`config.mk`:
```
export PLATFORM = sky130hd
export DESIGN_NAME = pipe_stage_reg
export DESIGN_NICKNAME = d
export VERILOG_FILES = /design/src/rtl/pipe_stage_reg.sv
export SDC_FILE = /design/constraint.sdc
export NUM_CORES = 1
export LEC_CHECK = 0
export CAP_MARGIN = 30
export CELL_PAD_IN_SITES_DETAIL_PLACEMENT = 2
export CELL_PAD_IN_SITES_GLOBAL_PLACEMENT = 2
export CORE_UTILIZATION = 30
export CTS_BUF_LIST = sky130_fd_sc_hd__clkbuf_8
export CTS_CLUSTER_SIZE = 20
export DETAILED_ROUTE_END_ITERATION = 7
export HOLD_SLACK_MARGIN = 0.03
export PLACE_DENSITY_LB_ADDON = 0.1
export SLEW_MARGIN = 20
export SYNTH_ARGS = -nofsm -noshare
export SYNTH_HDL_FRONTEND = slang
export SYNTH_SLANG_ARGS = --single-unit
```
`constraint.sdc`:
```
create_clock -name clk -period 2.5 [get_ports clk]
set_clock_uncertainty 0.1 [all_clocks]
set_input_delay 0.25 -clock clk [delete_from_list [all_inputs] [get_ports clk]]
set_output_delay 0.25 -clock clk [all_outputs]
set_load 0.03 [all_outputs]
```
`src/rtl/pipe_stage_reg.sv`:
```
// Reusable inter-stage pipeline register with valid/ready flow control,
// a two-entry skid buffer, synchronous flush and a saturating bubble counter.
module pipe_stage_reg #(
  parameter int CTRL_W = 6,
  parameter int DATA_W = 101,
  parameter int CNT_W  = 16
) (
  input  logic              clk,
  input  logic              reset,
  input  logic              flush,
  input  logic              in_valid,
  output logic              in_ready,
  input  logic [CTRL_W-1:0] in_ctrl,
  input  logic [DATA_W-1:0] in_data,
  output logic              out_valid,
  input  logic              out_ready,
  output logic [CTRL_W-1:0] out_ctrl,
  output logic [DATA_W-1:0] out_data,
  output logic [CNT_W-1:0]  bubble_count
);

  // Encoding chosen so bit 0 is the main valid flag and bit 1 the skid valid flag,
  // letting out_valid and in_ready come straight from state register bits.
  typedef enum logic [1:0] {
    ST_EMPTY = 2'b00,
    ST_ONE   = 2'b01,
    ST_FULL  = 2'b11
  } state_t;

  localparam logic [CNT_W-1:0] BUBBLE_MAX = '1;

  state_t              state_q, state_d;
  logic [CTRL_W-1:0]   main_ctrl_q, main_ctrl_d;
  logic [DATA_W-1:0]   main_data_q, main_data_d;
  logic [CTRL_W-1:0]   skid_ctrl_q, skid_ctrl_d;
  logic [DATA_W-1:0]   skid_data_q, skid_data_d;
  logic [CNT_W-1:0]    bubble_q, bubble_d;

  logic accept;
  logic drain;

  assign accept = in_valid && !state_q[1];
  assign drain  = state_q[0] && out_ready;

  always_ff @(posedge clk) begin
    if (reset) begin
      state_q     <= ST_EMPTY;
      main_ctrl_q <= '0;
      main_data_q <= '0;
      skid_ctrl_q <= '0;
      skid_data_q <= '0;
      bubble_q    <= '0;
    end else begin
      state_q     <= state_d;
      main_ctrl_q <= main_ctrl_d;
      main_data_q <= main_data_d;
      skid_ctrl_q <= skid_ctrl_d;
      skid_data_q <= skid_data_d;
      bubble_q    <= bubble_d;
    end
  end

  // Ctrl is zeroed whenever its entry goes invalid, so a bubble never carries live control.
  always_comb begin
    state_d     = state_q;
    main_ctrl_d = main_ctrl_q;
    main_data_d = main_data_q;
    skid_ctrl_d = skid_ctrl_q;
    skid_data_d = skid_data_q;

    if (flush) begin
      state_d     = ST_EMPTY;
      main_ctrl_d = '0;
      skid_ctrl_d = '0;
    end else begin
      case (state_q)
        ST_EMPTY: begin
          if (accept) begin
            state_d     = ST_ONE;
            main_ctrl_d = in_ctrl;
            main_data_d = in_data;
          end
        end
        ST_ONE: begin
          if (accept && drain) begin
            main_ctrl_d = in_ctrl;
            main_data_d = in_data;
          end else if (accept) begin
            state_d     = ST_FULL;
            skid_ctrl_d = in_ctrl;
            skid_data_d = in_data;
          end else if (drain) begin
            state_d     = ST_EMPTY;
            main_ctrl_d = '0;
          end
        end
        ST_FULL: begin
          if (drain) begin
            state_d     = ST_ONE;
            main_ctrl_d = skid_ctrl_q;
            main_data_d = skid_data_q;
            skid_ctrl_d = '0;
          end
        end
        default: begin
          state_d     = ST_EMPTY;
          main_ctrl_d = '0;
          skid_ctrl_d = '0;
        end
      endcase
    end
  end

  always_comb begin
    bubble_d = bubble_q;
    if (!state_q[0] && (bubble_q != BUBBLE_MAX)) begin
      bubble_d = bubble_q + 1'b1;
    end
  end

  assign in_ready     = ~state_q[1];
  assign out_valid    = state_q[0];
  assign out_ctrl     = main_ctrl_q;
  assign out_data     = main_data_q;
  assign bubble_count = bubble_q;

endmodule

```
Yosys cells after proc, flatten, opt, wreduce, memory -nomap -nowiden

Index checks and enable logic that the tools add are counted.
W data, S select, Z words.

Add/subtract/negate cells: 1
Multipliers: 0
Div/mod/pow operators: 0
Magnitude comparators: 0
Equality and inequality tests: 11
Shift operators: 0
Multiplexer cells: 18
Bitwise logic cells: 4
Reductions and logical operators: 14

Operator list:

| kind                    | count |
|---|---|
| $mux W101               | 3 |
| $pmux W101 S3           | 1 |
| $mux W6                 | 6 |
| $pmux W6 S3             | 2 |
| $add A16 B1 Y16 const B | 1 |
| $ne A16 B16 Y1 const B  | 1 |
| $reduce_and A4 Y1       | 4 |
| $mux W2                 | 5 |
| $ne A2 B2 Y1 const B    | 5 |
| $ne A3 B3 Y1 const B    | 3 |
| $pmux W2 S3             | 1 |
| $reduce_and A5 Y1       | 1 |
| $logic_and A1 B1 Y1     | 4 |
| $not A1 Y1              | 4 |
| $reduce_bool A3 Y1      | 1 |
| $eq A2 B1 Y1 const B    | 1 |
| $eq A2 B2 Y1 const B    | 1 |
| $logic_not A1 Y1        | 2 |
| $logic_not A2 Y1        | 1 |
| $reduce_or A2 Y1        | 1 |

Register bits: 232
Bits in latches: 0
Bits in writable memories: 0
Bits in read-only memories: 0
Bits of input ports: 112
Output and inout port bits: 125
Logic and storage cells: 54
Memories kept: 0

Longest topological paths before layout

Gate-level depths: netlist of run 1.

Depth in word-level cells: 5
Depth in mapped cells: 9
Gate-level depth less buffers: 6

Least setup slack after synthesis of run 1

No wires, ideal clock.

Path type: reg-to-reg
Start: reg state_q[0]
End: reg main_data_q[0], in the netlist out_data[0]
Setup time: 0.134 ns
Data arrival time: 2.297 ns
Data required time: 2.266 ns
Slack: -0.032 ns
Stages on the path, launching flop included: 9
Buffers on the path: 3
Period minus slack after synthesis: 2.532 ns
Path through: dfxtp_1 > buf_2 > inv_1 > ha_1 > or2_1 > a2111oi_4 > clkbuf_1 > buf_2 > a211oi_1

Cells in the longest elaborated chain, start to end: 4
Elaborated cells between the ends (all ways): 11
Those cells by class: eq/ne (5); mux (1); reduce/logical (5)

Ends and longest elaborated chain:

| item                               | line | text |
|---|---|---|
| start, declared                    | 32   | `state_t state_q, state_d;` |
| start signal, assigned             | 54   | `state_q <= state_d;` |
| $logic_and A1 B1 Y1                | 43   | `assign drain = state_q[0] && out_ready;` |
| $logic_and A1 B1 Y1                | 85   | `if (accept && drain) begin` |
| $ne A2 B2 Y1 (no source line)      | n/a  |  |
| $reduce_and A5 Y1 (no source line) | n/a  |  |
| end signal, assigned               | 56   | `main_data_q <= main_data_d;` |
| end, declared                      | 34   | `logic [DATA_W-1:0] main_data_q, main_data_d;` |

Several ways; a longest one is shown, not always the timed one.
A chain may end at the register's enable or synchronous reset.

Final worst setup path of run 1

Start: reg state_q[1]
End: reg skid_data_q[15]

Cells in the longest elaborated chain, start to end: 5
Elaborated cells between the ends (all ways): 6
Those cells by class: eq/ne (1); bitwise (1); reduce/logical (4)

Ends and longest elaborated chain:

| item                                   | line | text |
|---|---|---|
| $logic_not A1 Y1                       | 42   | `assign accept = in_valid && !state_q[1];` |
| $logic_and A1 B1 Y1                    | 42   |  |
| $logic_and A1 B1 Y1                    | 85   |  |
| $not A1 Y1 (no source line)            | n/a  |  |
| $reduce_and A4 Y1 (no source line) (*) | n/a  |  |
| end signal, assigned                   | 58   | `skid_data_q <= skid_data_d;` |
| end, declared                          | 36   | `logic [DATA_W-1:0] skid_data_q, skid_data_d;` |

Every way passes the cells marked *; elsewhere a longest branch is shown, timed or not.

==> results of run 1 <==
==> power by group through the flow <==
stage	registers, mW	logic (mW)	clock network [mW]
2_1_floorplan	4.35	0.460	0
3_3_place_gp	4.07	1.43	0
3_5_place_dp	4.07	1.45	0
4_1_cts	4.00	1.46	3.96
5_1_grt	4.01	1.58	4.11
6_report	3.99	1.47	3.81
==> cell type report <==
cell class | instances | area, sq um | share of cell area (%)
repair buffers | 266 | 2763 | 20.94
flip-flops and latches | 232 | 4646 | 35.21
multi-input cells | 741 | 4344 | 32.93
diodes | 1 | 2.502 | 0.01897
well taps | 396 | 495.5 | 3.756
clock buffers | 58 | 798.3 | 6.051
clock inverters | 22 | 113.9 | 0.8630
inverters | 8 | 30.03 | 0.2276
==> registers in the layout, indices dropped and copies added (netlist names) <==
register      count
skid_data_q     101
bubble_count     16
skid_ctrl_q       6
out_data        101
out_ctrl          6
state_q           2
==> layout by cell type, fill, tap and decap left out, types with 11 or more instances in the layout <==
cell type / n
sky130_fd_sc_hd__nand2_1: 209
sky130_fd_sc_hd__dfxtp_1: 231
sky130_fd_sc_hd__a21oi_1: 125
sky130_fd_sc_hd__inv_1: 27
sky130_fd_sc_hd__a211oi_1: 103
sky130_fd_sc_hd__o21ai_0: 11
sky130_fd_sc_hd__buf_4: 16
sky130_fd_sc_hd__nor2_1: 108
sky130_fd_sc_hd__clkbuf_8: 58
sky130_fd_sc_hd__clkdlybuf4s50_1: 235
sky130_fd_sc_hd__mux2i_1: 103
==> worst max-delay path, stage by stage (launching register included) <==
cell	delay [ns]
sky130_fd_sc_hd__dfxtp_1	0.31
sky130_fd_sc_hd__inv_1	0.15
sky130_fd_sc_hd__ha_1	0.20
sky130_fd_sc_hd__buf_4	0.18
sky130_fd_sc_hd__nand3b_1	0.16
sky130_fd_sc_hd__or3b_4	0.43
sky130_fd_sc_hd__buf_4	0.33
sky130_fd_sc_hd__nand2_1	0.16
sky130_fd_sc_hd__a21oi_1	0.10
==> worst max path at each step <==
stage | from | to | slack, ns
2_1_floorplan | state_q[0]$_SDFFE_PP0P_ | out_data[0]$_SDFFE_PP0P_ | 0.12
3_3_place_gp | in_valid | out_data[7]$_SDFFE_PP0P_ | 0.20
3_5_place_dp | state_q[1]$_SDFFE_PP0P_ | out_data[64]$_SDFFE_PP0P_ | 0.09
4_1_cts | state_q[1]$_SDFFE_PP0P_ | out_data[78]$_SDFFE_PP0P_ | 0.09
5_1_grt | state_q[1]$_SDFFE_PP0P_ | out_data[24]$_SDFFE_PP0P_ | 0.02
6_report | state_q[1]$_SDFFE_PP0P_ | skid_data_q[15]$_SDFFE_PP0P_ | 0.16
==> cell families (layout without fill, tap and decap cells) <==
kind of cell,after synthesis,count (layout),share of synthesized area [%]
fa+ha+maj,5,5,0.6659
mux,104,104,11.09
simple gates,364,364,16.09
flops,232,232,49.43
other cells,0,1,0
compound gates,268,268,18.11
buf+inv,95,354,4.608
==> metal layers <==
metal	vias to the layer above	routed length (um)
li1	4199	-
met1	4208	13620
met2	209	14940
met3	54	2054
met4	2	704
met5	-	13
==> through the flow <==
| step | setup WS, ns | std cells | power (mW) | area, sq um | hold slack, ns |
|---|---|---|---|---|---|
| 2_1_floorplan | 0.1167 | 1068 | 4.814 | 9397 | 0.2860 |
| 3_3_place_gp | 0.2029 | 1639 | 5.491 | 12210 | 0.3411 |
| 3_5_place_dp | 0.08583 | 1639 | 5.524 | 12210 | 0.3509 |
| 4_1_cts | 0.08534 | 1720 | 9.417 | 13130 | 0.1417 |
| 5_1_grt | 0.01654 | 1724 | 9.707 | 13190 | 0.1675 |
| 6_report | 0.1604 | 1724 | 9.264 | 13190 | 0.1779 |
==> repair_timing <==
item,CTS,global route
hold buffers,1,0
setup buffers,0,1
hold endpoints to repair,25,0
endpoints found under the setup margin,0,22
gates resized for setup,0,2
==> impl_metrics.toml, run 1 <==
[floorplan]
design.core.area_sq_mm = 0.03067
start_util_pct = 30.63
die-area_sq_mm = 0.03203
placement_rows = 64
fp.dieH_um = 179.0
i_o_pins = 237
chip_width_um = 179.0

[timing]
finalSetupTns_ns = 0
timing.final.max_slew_violations = 0
rsz0062_at_grt = "false"
finalSetupViolations = 0
timing.slew.headroom_pct = 33.07
hold_violations = 0
max_freq_mhz = 427.4
tightestPinTransition_ns = 1.004
fin_crit_ns = 2.340
final_critical_path_share_of_the_clock_period_pct = 93.58

[synthesis]
synth.net_count = 1185
yosysSeqAreaShare_pct = 49.43
post_synth_instance_area_sq_mm = 0.009395
yosys-top-cells-area = "sky130_fd_sc_hd__dfxtp_1 49%, sky130_fd_sc_hd__mux2i_1 11%, sky130_fd_sc_hd__nand2_1 8.3%"
synth.distinct_cells = 44
synth.top_cell.area_share_pct = 49.43
synth_area_leader_cell = "sky130_fd_sc_hd__dfxtp_1"
postSynthCellCount = 1068
synthesis.yosys.warnings = 0
synthesis.area_per_instance_sq_um = 8.797
synth_edf_count = 0
synth_commonest_cells = "232 x sky130_fd_sc_hd__dfxtp_1, 209 x sky130_fd_sc_hd__nand2_1, 125 x sky130_fd_sc_hd__a21oi_1"
ys_dominant_reg_cell = "sky130_fd_sc_hd__dfxtp_1"
post-synth-top-count-cell = "sky130_fd_sc_hd__dfxtp_1"
synth_async_sr_flop_share_pct = 0
ys_ff_latch = 232

[critical_path]
start_kind = "flip-flop"
worst_reg_to_reg_cells = 8
critPathCaptureType = "flip-flop"
timing.setup.critical_path_class = "flip-flop to flip-flop"
setup.reg_to_reg.worst_slack_ns = 0.16
ff_to_ff_start = "state_q[1]$_SDFFE_PP0P_"
r2r-end = "skid_data_q[15]$_SDFFE_PP0P_"
timing.critical_path.required_ns = 2.75
worst-endpoint-arrival_ns = 2.59
worst_path_maximum_fanout = 52

[routing]
drt_iter0_drc = 290
post-route-drc-count = 0
drt.antenna.violating_nets = 0
wl_per_cell_um = 18.18
drt_wl_total_mm = 31.34
firstDrtPassIters = 4
detailroute.via_count = 8672
detail_route.vias_per_cell = 5.030

[global_route]
groute.layer.met3.usage_pct = 5.089
antenna_found_initial = 2
routing_usage_on_met1_pct = 23.24
wire_length_of_the_first_global_routing_pass_mm = 48.31
grt_overflow = 0
maximum_number_of_pins_on_one_net_before_global_route_repair = 193
grt_pass1_vias = 9191
grt_use_met2_pct = 32.38
global_route.peak_usage_layer = "met2"
grt.total_usage_pct = 19.06

[pwr]
netSwitchingFraction_pct = 27.76
netSwitchingPower_mw = 2.572
powerDensity_mw_per_mm2 = 702.2
sequentialPowerShare_pct = 43.1
static-leakage-power_nw = 4.388
internal_portion_of_total_power_mw = 6.692
vdd_ir_drop_max_mv = 0.5602
clockPowerShare_pct = 41.1
combinationalPowerShare_pct = 15.8

[finish]
fin_nets = 1411
syn_to_final_growth_pct = 40.42
finish.utilization_pct = 43.02
post_route_cells_drive_above_1_share_pct = 7.687
nFillCells = 3358

[run]
max-cap-violations = 0

[clocking]
clock_tree.buffer_depth = 3
cts_buffers = 45
cts_tree = "done"
clock_sinks = 232
clockRootBuffer = "sky130_fd_sc_hd__clkbuf_8"
cts.reportedPaths.clkPinSlew_ns = 0.06
worst_skew_late_latency_ns = 0.54
cts.htree.levels = 2

[min_path]
hp_start = "in_data[37]"
min_delay_path_depth = 3
hp-class = "input port to flip-flop"
hold-path-endpoint = "skid_data_q[37]$_SDFFE_PP0P_"

[placement]
port_bufs = 236
hpwlAfterDp_mm = 19.45
routabilityCongestion = 0.7360

[outcome]
outcome = "complete, no violations"
No activity file was read; power rests on OpenSTA's default activity.
==> run 2: changes to the inputs <==
- CTS_CLUSTER_DIAMETER: not set -> 100
- SLEW_MARGIN: 20 -> 10
==> impl_metrics.toml, run 2 (synthesized netlist as in run 1, its figures left out) <==
[outcome]
outcome = "complete, no violations"

[timing]
final_critical_path_share_of_the_clock_period_pct = 93.75
max_freq_mhz = 426.7
rsz0062_at_grt = "false"
finalSetupViolations = 0
fin_crit_ns = 2.344
timing.final.ws_setup_ns = 0.1564
hold_violations = 0
tightestPinTransition_ns = 0.9002
finalSetupTns_ns = 0
timing.final.max_slew_violations = 0
timing.slew.headroom_pct = 39.99

[critical_path]
worst-endpoint-arrival_ns = 2.68
critPathMaxStageDelay_ns = 0.38
worst_path_maximum_fanout = 29
path_buf_inv = 3
timing.critical_path.required_ns = 2.83
start_kind = "flip-flop"
crit_path_cell_trace = "inv_1, ha_1, or2_1, a2111oi_4, clkbuf_16, buf_16, nor2_1, a211oi_1"
critical_path.slowest_cell = "sky130_fd_sc_hd__a2111oi_4"
critPathCaptureType = "flip-flop"
timing.setup.critical_path_class = "flip-flop to flip-flop"
worst_path_dominant_cell_family = "buffers and inverters"

[placement]
dpl-instance-area_sq_mm = 0.01221
port_bufs = 236
dp_slack_ns = 0.08583
hpwlAfterDp_mm = 19.45
routabilityCongestion = 0.7360

[floorplan]
design.core.area_sq_mm = 0.03067
i_o_pins = 237
die-area_sq_mm = 0.03203
chip_width_um = 179.0
start_util_pct = 30.63
fp.dieH_um = 179.0
placement_rows = 64

[clocking]
clock_tree.buffer_depth = 3
worst_skew_late_latency_ns = 0.53
cts_tree = "done"
cts.htree.levels = 1
clockRootBuffer = "sky130_fd_sc_hd__clkbuf_8"
cts.reportedPaths.clkPinSlew_ns = 0.14
clock_sinks = 232
cts_buffers = 15

[routing]
post-route-drc-count = 0
drt_iter0_drc = 268
firstDrtPassIters = 4
wl_per_cell_um = 18.20
detailroute.via_count = 8427
drt_wl_total_mm = 30.22
drt.antenna.violating_nets = 0
detail_route.vias_per_cell = 5.077

[finish]
mostFrequentLayoutCell = "sky130_fd_sc_hd__clkdlybuf4s50_1"
syn_to_final_growth_pct = 33.52
design_area_sq_mm = 0.01254
antenna-diode-count = 0
post_route_cells_drive_above_1_share_pct = 4.589
nFillCells = 3393
finish.utilization_pct = 40.90
multiInputGateArea_sq_mm = 0.004344
fin_nets = 1381
register_area_sq_mm = 0.004646
most_used_cells_in_the_layout_excluding_fill_and_tap_cells = "235 x sky130_fd_sc_hd__clkdlybuf4s50_1, 231 x sky130_fd_sc_hd__dfxtp_1, 209 x sky130_fd_sc_hd__nand2_1, 125 x sky130_fd_sc_hd__a21oi_1, 108 x sky130_fd_sc_hd__nor2_1"

[global_route]
grt_overflow = 0
maximum_number_of_pins_on_one_net_before_global_route_repair = 193
antenna_found_initial = 2
grt_pass1_vias = 8723
grt.total_usage_pct = 18.26
wire_length_of_the_first_global_routing_pass_mm = 46.46

[run]
max-cap-violations = 0

[pwr]
powerDensity_mw_per_mm2 = 592.9
static-leakage-power_nw = 3.988
power.total_mw = 7.437
vdd_ir_drop_max_mv = 0.3503

[min_path]
hp-class = "input port to flip-flop"
run 2: cell types whose count changed in the layout (fill, tap and decap cells not counted), sizes merged:
cell	delta
clkinv	-1
bufinv	+1
inv	-19
clkbuf	-43
diode	-1
clkinvlp	-1
run 2: repair_timing:
action / 4_1_cts / 5_1_grt
setup buffers: 0 / 1
gates resized for setup: 0 / 2
setup endpoints to repair: 0 / 26
hold endpoints to repair: 25 / 0
hold buffers: 1 / 0
run 2: worst reg2reg max path, cell delays in order, from the launching register on:
cell and delay, ns:
sky130_fd_sc_hd__dfxtp_1 0.37, sky130_fd_sc_hd__inv_1 0.11, sky130_fd_sc_hd__ha_1 0.22, sky130_fd_sc_hd__or2_1 0.28, sky130_fd_sc_hd__a2111oi_4 0.38, sky130_fd_sc_hd__clkbuf_16 0.29, sky130_fd_sc_hd__buf_16 0.20, sky130_fd_sc_hd__nor2_1 0.07
sky130_fd_sc_hd__a211oi_1 0.22
run 2: worst paths after layout:
kind,start,to,slack (ns),cells after the start
setup / recovery,state_q[1]$_SDFFE_PP0P_,out_data[64]$_SDFFE_PP0P_,0.16,8
hold / removal,in_data[0],skid_data_q[0]$_SDFFE_PP0P_,0.17,3
setup reg to reg,state_q[1]$_SDFFE_PP0P_,out_data[64]$_SDFFE_PP0P_,0.16,8
hold reg to reg,skid_data_q[53]$_SDFFE_PP0P_,skid_data_q[53]$_SDFFE_PP0P_,0.37,2
run 2: layer usage:
layer  vias to the layer above  share of wire (%)  GRT usage [%]
met5                         -              0.086              0
met4                         4                1.8          4.061
met3                        36                6.3          4.411
met2                       169                 47          31.24
met1                      4115                 44          23.03
li1                       4103                  -              -
run 2: final cells by class:
type	instances	share of cell area [%]
tap	396	3.950
multi-input combinational	741	34.63
timing repair buffer	266	22.02
sequential	232	37.03
clock buffer	15	1.646
clock inverter	2	0.4788
inverter	8	0.2394
run 2: per-stage QoR:
| step | hold WS (ns) | instances |
|---|---|---|
| floorplan | 0.2860 | 1068 |
| global placement | 0.3411 | 1639 |
| detailed placement | 0.3509 | 1639 |
| CTS | 0.1329 | 1657 |
| global route | 0.1619 | 1660 |
| finish | 0.1730 | 1660 |
run 2: where the power goes:
group          leakage, nW  internal, mW  total [mW]  switching (mW)
combinational         1.96         0.642        1.46           0.819
clock                0.136         0.762        1.99            1.23
sequential            1.89          3.88        3.99           0.107
